<file path="src/rtl/uart_tx_arbiter_if.sv">
// Byte-stream source bus for uart_tx_arbiter: one valid/last/data lane per source plus a ready vector.
interface uart_tx_arbiter_if #(
    parameter int NUM_SRC = 4,
    parameter int DATA_W  = 8
);
    logic [NUM_SRC-1:0]        src_en;
    logic [NUM_SRC-1:0]        src_valid;
    logic [NUM_SRC-1:0]        src_last;
    logic [NUM_SRC*DATA_W-1:0] src_data;
    logic [NUM_SRC-1:0]        src_ready;

    modport master (output src_en, src_valid, src_last, src_data, input src_ready);
    modport slave  (input src_en, src_valid, src_last, src_data, output src_ready);
endinterface

</file>
<file path="src/rtl/uart_tx_arbiter.sv">
// Round-robin, frame-granular arbiter of N byte sources into a FIFO, paced out to uart_tx.
// state     | meaning
// T_IDLE    | waiting for a buffered byte and uart_tx not busy
// T_WAIT_HI | byte launched, waiting up to BUSY_TO cycles for busy to rise
// T_WAIT_LO | uart_tx busy, waiting for it to finish
module uart_tx_arbiter #(
    parameter int NUM_SRC    = 4,
    parameter int DATA_W     = 8,
    parameter int FIFO_DEPTH = 16,
    parameter int BUSY_TO    = 8,
    localparam int ID_W      = (NUM_SRC > 1) ? $clog2(NUM_SRC) : 1,
    localparam int AW        = $clog2(FIFO_DEPTH),
    localparam int CNT_W     = (BUSY_TO > 1) ? $clog2(BUSY_TO) : 1
) (
    input  logic                clk,
    input  logic                rst,
    uart_tx_arbiter_if.slave    src,
    input  logic                uart_tx_busy,
    output logic                uart_tx_en,
    output logic [DATA_W-1:0]   uart_tx_data,
    output logic                grant_valid,
    output logic [ID_W-1:0]     grant_id,
    output logic [AW:0]         fifo_level,
    output logic                frame_abort,
    output logic                busy
);
    typedef enum logic [1:0] {T_IDLE, T_WAIT_HI, T_WAIT_LO} tx_state_t;

    tx_state_t          tx_state, tx_state_nxt;
    logic [CNT_W-1:0]   cnt, cnt_nxt;
    logic [ID_W-1:0]    rr_ptr, pick_id, next_id, idx;
    logic [NUM_SRC-1:0] cand;
    logic               fifo_full, fifo_empty, wr_en, rd_en;
    logic               src_en_g, src_valid_g, src_last_g;
    logic [DATA_W-1:0]  wr_data;
    logic [DATA_W-1:0]  mem [FIFO_DEPTH];
    logic [AW-1:0]      wr_ptr, rd_ptr;

    assign cand = src.src_en & src.src_valid;

    // Scan from the highest offset down so the first candidate at/after rr_ptr wins.
    always_comb begin
        pick_id = '0;
        idx     = '0;
        for (int k = NUM_SRC - 1; k >= 0; k--) begin
            idx = ID_W'((int'(rr_ptr) + k) % NUM_SRC);
            if (cand[idx]) pick_id = idx;
        end
    end

    always_comb begin
        src.src_ready = '0;
        wr_data       = '0;
        src_en_g      = 1'b0;
        src_valid_g   = 1'b0;
        src_last_g    = 1'b0;
        for (int i = 0; i < NUM_SRC; i++) begin
            if (grant_id == ID_W'(i)) begin
                wr_data          = src.src_data[i*DATA_W +: DATA_W];
                src_en_g         = src.src_en[i];
                src_valid_g      = src.src_valid[i];
                src_last_g       = src.src_last[i];
                src.src_ready[i] = grant_valid & src.src_en[i] & ~fifo_full;
            end
        end
    end

    assign wr_en   = grant_valid & src_en_g & src_valid_g & ~fifo_full;
    assign next_id = (grant_id == ID_W'(NUM_SRC - 1)) ? '0 : grant_id + 1'b1;

    always_ff @(posedge clk) begin
        if (rst) begin
            grant_valid <= 1'b0;
            grant_id    <= '0;
            rr_ptr      <= '0;
            frame_abort <= 1'b0;
        end else begin
            frame_abort <= 1'b0;
            if (!grant_valid) begin
                if (|cand) begin
                    grant_valid <= 1'b1;
                    grant_id    <= pick_id;
                end
            end else if (!src_en_g) begin
                grant_valid <= 1'b0;
                frame_abort <= 1'b1;
                rr_ptr      <= next_id;
            end else if (wr_en && src_last_g) begin
                grant_valid <= 1'b0;
                rr_ptr      <= next_id;
            end
        end
    end

    assign fifo_full  = (fifo_level == (AW+1)'(FIFO_DEPTH));
    assign fifo_empty = (fifo_level == '0);

    always_ff @(posedge clk) begin
        if (wr_en) mem[wr_ptr] <= wr_data;
    end

    always_ff @(posedge clk) begin
        if (rst) begin
            wr_ptr     <= '0;
            rd_ptr     <= '0;
            fifo_level <= '0;
        end else begin
            if (wr_en) wr_ptr <= wr_ptr + 1'b1;
            if (rd_en) rd_ptr <= rd_ptr + 1'b1;
            case ({wr_en, rd_en})
                2'b10:   fifo_level <= fifo_level + 1'b1;
                2'b01:   fifo_level <= fifo_level - 1'b1;
                default: fifo_level <= fifo_level;
            endcase
        end
    end

    always_ff @(posedge clk) begin
        if (rst) begin
            tx_state     <= T_IDLE;
            cnt          <= '0;
            uart_tx_en   <= 1'b0;
            uart_tx_data <= '0;
        end else begin
            tx_state   <= tx_state_nxt;
            cnt        <= cnt_nxt;
            uart_tx_en <= rd_en;
            if (rd_en) uart_tx_data <= mem[rd_ptr];
        end
    end

    // A missing busy response times out after BUSY_TO cycles so a fast uart_tx cannot stall us.
    always_comb begin
        tx_state_nxt = tx_state;
        cnt_nxt      = cnt;
        rd_en        = 1'b0;
        case (tx_state)
            T_IDLE: begin
                if (!fifo_empty && !uart_tx_busy) begin
                    rd_en        = 1'b1;
                    cnt_nxt      = '0;
                    tx_state_nxt = T_WAIT_HI;
                end
            end
            T_WAIT_HI: begin
                if (uart_tx_busy)                        tx_state_nxt = T_WAIT_LO;
                else if (cnt == CNT_W'(BUSY_TO - 1))     tx_state_nxt = T_IDLE;
                else                                     cnt_nxt      = cnt + 1'b1;
            end
            T_WAIT_LO: begin
                if (!uart_tx_busy) tx_state_nxt = T_IDLE;
            end
            default: tx_state_nxt = T_IDLE;
        endcase
    end

    assign busy = grant_valid | ~fifo_empty | (tx_state != T_IDLE);
endmodule

</file>
<file path="src/flat_wrapper.sv">
// flat-port wrapper written by rule: the top's interface ports become plain ports
module uart_tx_arbiter_flat 
#(
    parameter int NUM_SRC    = 4,
    parameter int DATA_W     = 8,
    parameter int FIFO_DEPTH = 16,
    parameter int BUSY_TO    = 8,
    localparam int ID_W      = (NUM_SRC > 1) ? $clog2(NUM_SRC) : 1,
    localparam int AW        = $clog2(FIFO_DEPTH),
    localparam int CNT_W     = (BUSY_TO > 1) ? $clog2(BUSY_TO) : 1
)
  (clk, rst, uart_tx_busy, uart_tx_en, uart_tx_data, grant_valid, grant_id, fifo_level, frame_abort, busy, src_src_en, src_src_valid, src_src_last, src_src_data, src_src_ready);
  uart_tx_arbiter_if #(.NUM_SRC(NUM_SRC), .DATA_W(DATA_W)) src_i ();
  input  logic clk;
  input  logic rst;
  input  logic uart_tx_busy;
  output logic uart_tx_en;
  output logic [DATA_W-1:0] uart_tx_data;
  output logic grant_valid;
  output logic [ID_W-1:0] grant_id;
  output logic [AW:0] fifo_level;
  output logic frame_abort;
  output logic busy;
  input wire logic [$bits(src_i.src_en)-1:0] src_src_en;
  input wire logic [$bits(src_i.src_valid)-1:0] src_src_valid;
  input wire logic [$bits(src_i.src_last)-1:0] src_src_last;
  input wire logic [$bits(src_i.src_data)-1:0] src_src_data;
  output wire logic [$bits(src_i.src_ready)-1:0] src_src_ready;
  assign src_i.src_en = src_src_en;
  assign src_i.src_valid = src_src_valid;
  assign src_i.src_last = src_src_last;
  assign src_i.src_data = src_src_data;
  assign src_src_ready = src_i.src_ready;
  uart_tx_arbiter #(.NUM_SRC(NUM_SRC), .DATA_W(DATA_W), .FIFO_DEPTH(FIFO_DEPTH), .BUSY_TO(BUSY_TO)) u_core (.clk(clk), .rst(rst), .src(src_i), .uart_tx_busy(uart_tx_busy), .uart_tx_en(uart_tx_en), .uart_tx_data(uart_tx_data), .grant_valid(grant_valid), .grant_id(grant_id), .fifo_level(fifo_level), .frame_abort(frame_abort), .busy(busy));
endmodule
</file>
<file path="config.mk">
export PLATFORM = sky130hd
export DESIGN_NAME = uart_tx_arbiter_flat
export DESIGN_NICKNAME = d
export VERILOG_FILES = /design/src/rtl/uart_tx_arbiter_if.sv /design/src/rtl/uart_tx_arbiter.sv /design/src/flat_wrapper.sv
export SDC_FILE = /design/constraint.sdc
export NUM_CORES = 1
export LEC_CHECK = 0
export ABC_AREA = 1
export ABC_CLOCK_PERIOD_IN_PS = 2980
export CORE_MARGIN = 4
export CORE_UTILIZATION = 25
export DETAILED_ROUTE_END_ITERATION = 6
export GPL_TIMING_DRIVEN = 0
export PLACE_DENSITY_LB_ADDON = 0.1
export SKIP_CTS_REPAIR_TIMING = 1
export SYNTH_ARGS = -nofsm -noshare
export SYNTH_HDL_FRONTEND = slang
export SYNTH_SLANG_ARGS = --single-unit
</file>
<file path="constraint.sdc">
create_clock -name clk -period 2.98 [get_ports clk]
set_clock_uncertainty 0.2 [all_clocks]
set_input_delay 0.447 -clock clk [delete_from_list [all_inputs] [get_ports clk]]
set_output_delay 0.447 -clock clk [all_outputs]
set_load 0.02 [all_outputs]
</file>
==> results of run 1 <==
power by group:
group | total, mW | switching, mW | internal, mW | leakage [nW]
clock network | 2.23 | 0.909 | 1.32 | 0.279
logic | 3.80 | 2.52 | 1.27 | 1.62
registers | 3.13 | 0.153 | 2.98 | 1.43
total | 9.16 | 3.59 | 5.57 | 3.33
cells by family after synthesis:
family | after synthesis | synth area share
simple gates | 297 | 0.1764
flops | 161 | 0.6112
compound gates | 149 | 0.1224
buf+inv | 75 | 0.05314
fa+ha+maj | 14 | 0.02377
xor+xnor | 11 | 0.01307
how the worst max path moves through the flow:
| stage | startpoint | end | depth (start not counted) |
|---|---|---|---|
| 2_1_floorplan | u_core.grant_id[1] | u_core.fifo_level[4] | 16 |
| 3_3_place_gp | u_core.grant_id[1] | u_core.mem[10][3] | 5 |
| 3_5_place_dp | uart_tx_busy | u_core.fifo_level[4] | 14 |
| 4_1_cts | u_core.grant_id[0] | src_src_ready[3] | 5 |
| 5_1_grt | u_core.grant_id[1] | u_core.fifo_level[4] | 16 |
| 6_report | u_core.grant_id[0] | src_src_ready[3] | 5 |
synth_stat cells, types with 2 or more instances:
cell,number,area (µm²)
sky130_fd_sc_hd__a21oi_1,15,75.07
sky130_fd_sc_hd__a221oi_1,8,70.07
sky130_fd_sc_hd__buf_2,10,50.05
sky130_fd_sc_hd__buf_4,6,45.04
sky130_fd_sc_hd__buf_6,9,101.4
sky130_fd_sc_hd__clkbuf_1,9,33.78
sky130_fd_sc_hd__clkbuf_2,2,10.01
sky130_fd_sc_hd__clkinv_1,2,7.510
sky130_fd_sc_hd__dfxtp_1,33,660.6
sky130_fd_sc_hd__edfxtp_1,128,3844
sky130_fd_sc_hd__ha_1,14,175.2
sky130_fd_sc_hd__inv_1,30,112.6
sky130_fd_sc_hd__inv_2,5,18.77
sky130_fd_sc_hd__nand2_1,70,262.8
sky130_fd_sc_hd__nand2_2,3,18.77
sky130_fd_sc_hd__nand2_4,4,45.04
sky130_fd_sc_hd__nand3_1,42,210.2
sky130_fd_sc_hd__nand3_2,2,20.02
sky130_fd_sc_hd__nand4_1,3,18.77
sky130_fd_sc_hd__nor2_1,158,593.1
sky130_fd_sc_hd__nor2_2,5,31.28
sky130_fd_sc_hd__nor3_1,3,15.01
sky130_fd_sc_hd__o211ai_1,33,247.7
sky130_fd_sc_hd__o211ai_2,2,25.02
sky130_fd_sc_hd__o21ai_0,61,305.3
sky130_fd_sc_hd__o21ai_1,19,95.09
sky130_fd_sc_hd__o31ai_1,8,60.06
sky130_fd_sc_hd__xnor2_1,2,17.52
sky130_fd_sc_hd__xor2_1,9,78.83
critical path: cells and delay by family, from the launching register on:
family | cells | cell delay [ns]
buffers and inverters | 2 | 0.90
DFF | 1 | 0.39
and+or+nand+nor | 2 | 0.29
adders and majority gates | 1 | 0.19
sequential cells by signal, indices dropped and copies added (netlist names):
signal / count
u_core.mem: 128
u_core.uart_tx_data: 8
u_core.fifo_level: 5
u_core.rd_ptr: 4
u_core.wr_ptr: 4
u_core.cnt: 3
u_core.grant_id: 2
u_core.rr_ptr: 2
u_core.tx_state: 2
u_core.frame_abort: 1
u_core.grant_valid: 1
u_core.uart_tx_en: 1
cell type report:
class	count	area share
sequential	161	0.4852
multi-input combinational	471	0.2793
timing repair buffer	71	0.07737
tap	384	0.05167
clock buffer	19	0.04656
buffer	37	0.02678
clock inverter	13	0.01722
inverter	38	0.01588
per-layer routing:
layer | GRT usage | vias to the layer above | part of all wire
met5 | 0 | - | 0
met4 | 0.03383 | 0 | 0.010
met3 | 0.03133 | 15 | 0.043
met2 | 0.2233 | 130 | 0.47
met1 | 0.1823 | 2673 | 0.47
li1 | - | 2663 | -
through the flow:
step | util | hold WS [ns] | instances | power, mW
2_1_floorplan | - | 0.2428 | 707 | 5.375
3_3_place_gp | 0.2960 | 0.2516 | 1160 | 6.830
3_5_place_dp | 0.3004 | 0.2725 | 1162 | 7.002
4_1_cts | 0.3209 | 0.2814 | 1194 | 9.234
5_1_grt | 0.3222 | 0.3022 | 1194 | 9.723
6_report | 0.3222 | 0.2779 | 1194 | 9.155
==> impl_metrics.json, run 1 <==
{
  "flow.area_growth_from_synthesis_pct": 26.18,
  "worst_setup_path_start_kind": "flip-flop",
  "async_flop_share": 0,
  "reg_to_reg_startpoint": "u_core.grant_id[1]",
  "drv_cap": 0,
  "rows": 62,
  "critical_path.max_fanout": 10,
  "total_die_area_um2": 32290,
  "grt_pass1_wl_um": 33580,
  "die_w_um": 179.7,
  "initial_core_util": 0.2554,
  "multi_input_area_um2": 2597,
  "regToRegEndpoint": "u_core.fifo_level[4]",
  "netlist_area_um2": 7370,
  "drt_drc_violations_left": 0,
  "critPathSlowestCell": "sky130_fd_sc_hd__clkdlybuf4s50_1",
  "clock_tree.root_cell": "sky130_fd_sc_hd__clkbuf_16",
  "worst-endpoint-required_ns": 2.33,
  "timing.critical_path.cells": "ha_1, clkbuf_4, nand2_1, nor2_1, clkdlybuf4s50_1",
  "final.period_utilization": 0.9552,
  "worstRegToRegCells": 16,
  "i_o_pin_count": 70,
  "ctsHtreeMaxLevel": 4,
  "vias_per_cell": 4.590,
  "drt-wirelength-per-cell_um": 18.33,
  "final_common_cell": "sky130_fd_sc_hd__nor2_1",
  "synth-seq-cells": 161,
  "insertion_delay_ns": 0.43,
  "worst_slew_margin_rel": 0.3393,
  "nFillCells": 2991,
  "timing.final.crit_period_ns": 2.847,
  "quantity_of_i_o_buffers_inserted_on_ports": 69,
  "ff2ff_setup_slack_ns": 0.18,
  "cp-end-kind": "output pin",
  "clk_transition_reported_paths_ns": 0.06,
  "clock-sinks": 161,
  "timing.critical_path.arrival_ns": 2.20,
  "rsz_0062_raised_after_global_routing": "no",
  "grt.total_usage": 0.1358,
  "synth.yosys.seq_area_share": 0.6112,
  "detail_route.first_pass.iterations": 5,
  "max-clock-path-buffers": 2,
  "seq_area_um2": 4512,
  "antenna_cells_inserted": 0,
  "synth.distinct_cells": 41,
  "hold_depth": 2,
  "report.final.slew_viol_count": 0,
  "worst_ir_drop_vdd_uv": 442.6,
  "layout_setup_ws_ns": 0.1335,
  "synth_edf_count": 128,
  "p_per_area_nw_per_um2": 984.5,
  "synth.yosys.warnings": 0,
  "vias": 5481,
  "layout.cells.most_common_list": "sky130_fd_sc_hd__nor2_1, sky130_fd_sc_hd__edfxtp_1, sky130_fd_sc_hd__nand2_1",
  "clock.fmax_ghz": 0.3513,
  "dp_hpwl_um": 16100,
  "via_count_of_the_first_global_routing_pass": 5673,
  "antenna_violating_nets_post_route": 0,
  "p_leak_nw": 3.329,
  "num-nets-final": 858,
  "synth_fp_nets": 768,
  "design_area_um2": 9299,
  "tritoncts": "built",
  "crit_path_class": "reg -> out",
  "fp.dieH_um": 179.7,
  "run_status": "completed",
  "postSynth.topFlopCell": "sky130_fd_sc_hd__edfxtp_1",
  "finalHoldViolations": 0,
  "hold_path.startpoint": "u_core.cnt[2]",
  "worst_hold_path.endpoint": "u_core.cnt[2]",
  "timing.final.setup_violations": 0,
  "numCtsBuffers": 17,
  "first_iter_violations": 317,
  "cp_slowest_stage_delay_ns": 0.62,
  "wirelength_um": 21890,
  "pin_count_of_the_biggest_net_entering_global_routing": 17,
  "number_of_antenna_violations_at_the_first_check_in_global_routing": 0,
  "pin_slew_with_the_least_headroom_to_its_limit_ns": 0.9911,
  "floorplan.core_area_um2": 28860,
  "min_path_type": "reg -> reg",
  "finalSetupTns_ns": 0,
  "place_congestion": 0.8101,
  "post_route_cells_drive_above_1_share": 0.1198,
  "synthCells": 707,
  "placement.cell_area_um2": 8668,
  "global_route.overflow_total": 0,
  "detailedPlace.worstSlack_ns": -0.2524,
  "synth.avg_cell_area_um2": 10.42
}
(Power assumes the default switching activity.)
==> inputs of run 2 (changes only) <==
Settings changed: ABC_CLOCK_PERIOD_IN_PS 2980 to 2800.
Clock period 2.98 ns to 2.8 ns, I/O delays scaled along.
==> run 2 against run 1 <==
The flow now finishes with violations (setup timing); largest cell class unchanged; critical path type is now reg -> reg; setup slack worse by 0.14 ns; register-to-register slack worse by 0.18 ns; highest routed layer unchanged; die area stayed put; largest power group unchanged.
==> impl_metrics.json, run 2 (synthesized netlist as in run 1, its figures left out) <==
{
  "run_status": "complete, but fails checks",
  "failed_checks": "setup timing",
  "final_common_cell": "sky130_fd_sc_hd__nor2_1",
  "vias": 5504,
  "cp-end-kind": "flip-flop",
  "quantity_of_i_o_buffers_inserted_on_ports": 69,
  "insertion_delay_ns": 0.42,
  "rsz_0062_raised_after_global_routing": "yes",
  "p_per_area_nw_per_um2": 1020,
  "critPathSlowestCell": "sky130_fd_sc_hd__dfxtp_4",
  "cp_slowest_stage_delay_ns": 0.37,
  "total_die_area_um2": 32290,
  "grt.total_usage": 0.1379,
  "die_w_um": 179.7,
  "global_route.overflow_total": 0,
  "numCtsBuffers": 17,
  "post_route_cells_drive_above_1_share": 0.1318,
  "pin_count_of_the_biggest_net_entering_global_routing": 17,
  "path_delay_family": "adder cells",
  "timing.critical_path.cells": "inv_1, ha_4, buf_6, o211ai_2, nand3_2, nand2_4, nand2_4, ha_4, xor2_2, ha_1, a21o_1, nand3_1, nand2_1, xor2_1, nand2_1, a21oi_1",
  "initial_core_util": 0.2554,
  "rows": 62,
  "crit_path_class": "reg -> reg",
  "dp_hpwl_um": 16300,
  "crit_buf_inv": 2,
  "p_leak_nw": 3.320,
  "number_of_antenna_violations_at_the_first_check_in_global_routing": 0,
  "clk_transition_reported_paths_ns": 0.06,
  "worst_setup_path_start_kind": "flip-flop",
  "critical_path.max_fanout": 10,
  "finalHoldWorstSlack_ns": 0.2724,
  "placement.cell_area_um2": 8651,
  "floorplan.core_area_um2": 28860,
  "fp.dieH_um": 179.7,
  "final.period_utilization": 1.001,
  "timing.critical_path.arrival_ns": 2.94,
  "vias_per_cell": 4.602,
  "via_count_of_the_first_global_routing_pass": 5814,
  "worst_ir_drop_vdd_uv": 465.3,
  "flip_flop_count_of_the_largest_register_after_layout": 128,
  "layout_setup_ws_ns": -0.003108,
  "layout.cells.most_common_list": "sky130_fd_sc_hd__nor2_1, sky130_fd_sc_hd__edfxtp_1, sky130_fd_sc_hd__nand2_1",
  "critPathLaunch": "u_core.grant_id[1]",
  "i_o_pin_count": 70,
  "drt_drc_violations_left": 0,
  "clock-sinks": 161,
  "ctsHtreeMaxLevel": 4,
  "num-nets-final": 860,
  "grt_pass1_wl_um": 34440,
  "clock.fmax_ghz": 0.3567,
  "antenna_cells_inserted": 0,
  "drt-wirelength-per-cell_um": 18.42,
  "flow.area_growth_from_synthesis_pct": 25.84,
  "drv_cap": 0,
  "design_area_um2": 9274,
  "place_congestion": 0.8287,
  "finalHoldViolations": 0,
  "detail_route.first_pass.iterations": 4,
  "worst_slew_margin_rel": 0.3305,
  "hold_path.startpoint": "u_core.cnt[1]",
  "pin_slew_with_the_least_headroom_to_its_limit_ns": 1.004,
  "first_iter_violations": 262,
  "reg_to_reg_startpoint": "u_core.grant_id[1]",
  "report.final.slew_viol_count": 0,
  "timing.final.crit_period_ns": 2.803,
  "layout_top_registers": "u_core.mem x128, u_core.uart_tx_data x8, u_core.fifo_level x5",
  "tritoncts": "built",
  "antenna_violating_nets_post_route": 0,
  "clock_tree.root_cell": "sky130_fd_sc_hd__clkbuf_16",
  "worst-endpoint-required_ns": 2.94,
  "max_flop_register": "u_core.mem",
  "timing.final.setup_violations": 1,
  "min_path_type": "reg -> reg",
  "wirelength_um": 22040,
  "max-clock-path-buffers": 2
}
## run 2: path summary, 6_finish.rpt
path | to | slack [ns] | cells past startpoint
setup / recovery | u_core.fifo_level[4] | -0.003 | 16
hold / removal | u_core.cnt[1] | 0.27 | 2
setup reg to reg | u_core.fifo_level[4] | -0.003 | 16
hold reg to reg | u_core.cnt[1] | 0.27 | 2
## run 2: stage by stage
stage	setup WS, ns	utilization	total power [mW]	instances	setup TNS (ns)
after global placement	-1.296	0.2960	7.268	1160	-163.30
final	-0.003108	0.3214	9.463	1196	-0.003108
after global routing	-0.1938	0.3214	10.09	1196	-0.1938
after detailed placement	-0.4422	0.2998	7.426	1161	-14.41
after floorplan	0.02436	-	5.722	707	0
after CTS	-0.2834	0.3173	9.476	1193	-7.560
## run 2: tightest hold or removal path, stage by stage (launching register included)
cell,delay [ns]
sky130_fd_sc_hd__dfxtp_1,0.31
sky130_fd_sc_hd__nand2_1,0.06
sky130_fd_sc_hd__a21oi_1,0.05
## run 2: power breakdown
| part | leakage (nW) | switching, mW | total (mW) | internal, mW |
|---|---|---|---|---|
| combinational | 1.66 | 2.72 | 4.09 | 1.37 |
| sequential | 1.43 | 0.169 | 3.34 | 3.17 |
| clock | 0.236 | 0.912 | 2.03 | 1.12 |
## run 2: layout make-up
| cell class | count | area [µm²] |
|---|---|---|
| buffer | 37 | 249.0 |
| clock buffer | 21 | 440.4 |
| clock inverter | 11 | 66.31 |
| fill | 3019 | 19580 |
| inverter | 38 | 147.6 |
| multi-input combinational | 471 | 2650 |
| sequential | 161 | 4512 |
| tap | 384 | 480.5 |
| timing repair buffer | 73 | 728.2 |
## run 2: per-layer routing
metal | global-route usage | vias up | wire (µm)
met5 | 0 | - | 0
met4 | 0.03200 | 0 | 217
met3 | 0.02648 | 12 | 725
met2 | 0.2293 | 99 | 10560
met1 | 0.1872 | 2721 | 10530
li1 | - | 2672 | -
==> inputs of run 3 (changes only) <==
Settings changed: ABC_CLOCK_PERIOD_IN_PS 2800 to 2400.
Clock period 2.8 ns to 2.4 ns, I/O delays scaled along.
==> run 3 against run 2 <==
The run still ends with setup timing left; non-clock buffer count rose by 19; maximum frequency increased by 5.6%; setup slack worse by 0.25 ns; largest power group unchanged; critical path type unchanged; critical path depth stayed put; combinational power is 29% higher; critical endpoint unchanged; wire length is 0.93% lower; power increased by 27%; hold slack gained 0.0049 ns.
==> impl_metrics.json, run 3 (synthesized netlist as in run 1, its figures left out) <==
{
  "report.final.slew_viol_count": 0,
  "vias_per_cell": 4.545,
  "regToRegEndpoint": "u_core.fifo_level[4]",
  "pin_count_of_the_biggest_net_entering_global_routing": 17,
  "final.period_utilization": 1.106,
  "p_per_area_nw_per_um2": 1231,
  "clock_tree.root_cell": "sky130_fd_sc_hd__clkbuf_16",
  "flow.area_growth_from_synthesis_pct": 32.78,
  "cp-end-kind": "flip-flop",
  "grt.total_usage": 0.1349,
  "dp_hpwl_um": 15900,
  "hold_depth": 2,
  "grt_util_met3": 0.03840,
  "p_leak_nw": 3.519,
  "max-clock-path-buffers": 2,
  "max_flop_register": "u_core.mem",
  "num-nets-final": 879,
  "finalSetupTns_ns": -0.8950,
  "global_route.peak_usage_layer": "met2",
  "tritoncts": "built",
  "finalHoldViolations": 0,
  "floorplan.core_area_um2": 28860,
  "final_util": 0.3391,
  "die_w_um": 179.7,
  "crit_path_class": "reg -> reg",
  "clk_transition_reported_paths_ns": 0.07,
  "clock-sinks": 161,
  "placement.cell_area_um2": 8691,
  "timing.final.crit_period_ns": 2.653,
  "ff2ff_setup_slack_ns": -0.25,
  "worst_slew_margin_rel": 0.5624,
  "p_sw_mw": 4.595,
  "fp.dieH_um": 179.7,
  "quantity_of_i_o_buffers_inserted_on_ports": 69,
  "internal_power_mw": 7.455,
  "ctsHtreeMaxLevel": 4,
  "layout_top_registers": "u_core.mem x128, u_core.uart_tx_data x8, u_core.fifo_level x5",
  "timing.final.setup_violations": 19,
  "cp_slowest_stage_delay_ns": 0.39,
  "antenna_cells_inserted": 0,
  "critical_path.max_fanout": 5,
  "rows": 62,
  "worst-endpoint-required_ns": 2.48,
  "critPathSlowestCell": "sky130_fd_sc_hd__dfxtp_4",
  "worst_hold_path.endpoint": "u_core.cnt[2]",
  "i_o_pin_count": 70,
  "worst_ir_drop_vdd_uv": 570.5,
  "wirelength_um": 21830,
  "worstRegToRegCells": 16,
  "number_of_antenna_violations_at_the_first_check_in_global_routing": 1,
  "clock.fmax_ghz": 0.3769,
  "first_iter_violations": 429,
  "timing.critical_path.arrival_ns": 2.74,
  "antenna_violating_nets_post_route": 0,
  "swShare": 0.3813,
  "initial_core_util": 0.2554,
  "crit_buf_inv": 2,
  "globalRouteMet1Util": 0.1814,
  "min_path_type": "reg -> reg",
  "numCtsBuffers": 17,
  "drv_cap": 0,
  "drt_drc_violations_left": 0,
  "finalHoldWorstSlack_ns": 0.2773,
  "path_delay_family": "simple AND/OR/NAND/NOR gates",
  "global_route.overflow_total": 0,
  "timing.critical_path.cells": "inv_4, ha_4, buf_6, o211ai_2, nand3_2, nand2_4, nand2_8, ha_4, xor2_2, ha_2, a21o_1, nand3_1, nand2_1, xor2_1, nand2_1, a21oi_1",
  "insertion_delay_ns": 0.43,
  "drt-wirelength-per-cell_um": 17.97,
  "flip_flop_count_of_the_largest_register_after_layout": 128,
  "pin_slew_with_the_least_headroom_to_its_limit_ns": 0.6564,
  "run_status": "complete, but fails checks",
  "layout_setup_ws_ns": -0.2533,
  "place_congestion": 0.8617,
  "worst_setup_path_start_kind": "flip-flop",
  "vias": 5522,
  "layout.cells.most_common_list": "sky130_fd_sc_hd__nor2_1, sky130_fd_sc_hd__edfxtp_1, sky130_fd_sc_hd__nand2_1",
  "grt.met2_usage": 0.2139,
  "final_common_cell": "sky130_fd_sc_hd__nor2_1",
  "combinationalPowerShare": 0.439,
  "reg_to_reg_startpoint": "u_core.grant_id[1]",
  "total_die_area_um2": 32290,
  "design_area_um2": 9786,
  "p_seq_frac": 0.322,
  "grt_pass1_wl_um": 33440,
  "hold_path.startpoint": "u_core.cnt[2]",
  "rsz_0062_raised_after_global_routing": "yes",
  "detail_route.first_pass.iterations": 7,
  "post_route_cells_drive_above_1_share": 0.1769,
  "clkPwrFrac": 0.238,
  "via_count_of_the_first_global_routing_pass": 5595,
  "failed_checks": "setup timing"
}
-- run 3: cell count changes in the layout (fill, tap and decap cells not counted), moves of 3 or more --
cell	change
sky130_fd_sc_hd__nor2_4	+14
sky130_fd_sc_hd__nor2_2	-10
sky130_fd_sc_hd__buf_12	+9
sky130_fd_sc_hd__buf_4	+8
sky130_fd_sc_hd__inv_1	-4
sky130_fd_sc_hd__nor2_1	-4
sky130_fd_sc_hd__clkinv_1	-3
sky130_fd_sc_hd__ha_1	-3
sky130_fd_sc_hd__inv_2	+3
-- run 3: routing by layer --
layer	wire length (µm)	share of wire
met1	10340	0.47
met2	10120	0.46
met3	1072	0.049
met4	299	0.014
met5	0	0
-- run 3: per-stage QoR --
stage	worst slack, ns	instances	total power, mW
detailed placement	-0.6661	1160	8.659
finish	-0.2533	1215	12.05
floorplan	-0.1306	707	6.718
global placement	-1.709	1160	8.522
CTS	-0.5619	1192	11.54
global route	-0.4179	1215	12.80
-- run 3: how the worst max path moves through the flow --
stage               slack (ns)  depth (start not counted)               start                   end
detailed placement       -0.67                          9       src_src_en[0]      u_core.mem[9][5]
global route             -0.42                         16  u_core.grant_id[1]  u_core.fifo_level[4]
global placement         -1.71                          6  u_core.grant_id[0]      u_core.mem[9][3]
floorplan                -0.13                         16  u_core.grant_id[1]  u_core.fifo_level[4]
finish                   -0.25                         16  u_core.grant_id[1]  u_core.fifo_level[4]
CTS                      -0.56                          5  u_core.grant_id[0]      src_src_ready[3]
-- run 3: area by class of cell --
cell class	count	area, µm²
fillers	2930	19070
flip-flops and latches	161	4514
multi-input cells	471	2779
repair buffers	92	973.4
clock buffers	23	510.5
well taps	384	480.5
plain buffers	37	256.5
inverters	38	152.6
clock inverters	9	118.9
-- run 3: tightest hold or removal path, cell delays in order, from the launching register on --
cell	delay, ns
sky130_fd_sc_hd__dfxtp_1	0.32
sky130_fd_sc_hd__nand2_1	0.06
sky130_fd_sc_hd__a21oi_1	0.05
-- run 3: power by group through the flow --
stage	Combinational (mW)	Clock, mW	Sequential [mW]
3_3_place_gp	4.54	0	3.98
2_1_floorplan	2.66	0	4.05
4_1_cts	4.72	2.92	3.90
6_report	5.29	2.87	3.88
5_1_grt	5.83	3.05	3.91
3_5_place_dp	4.70	0	3.96
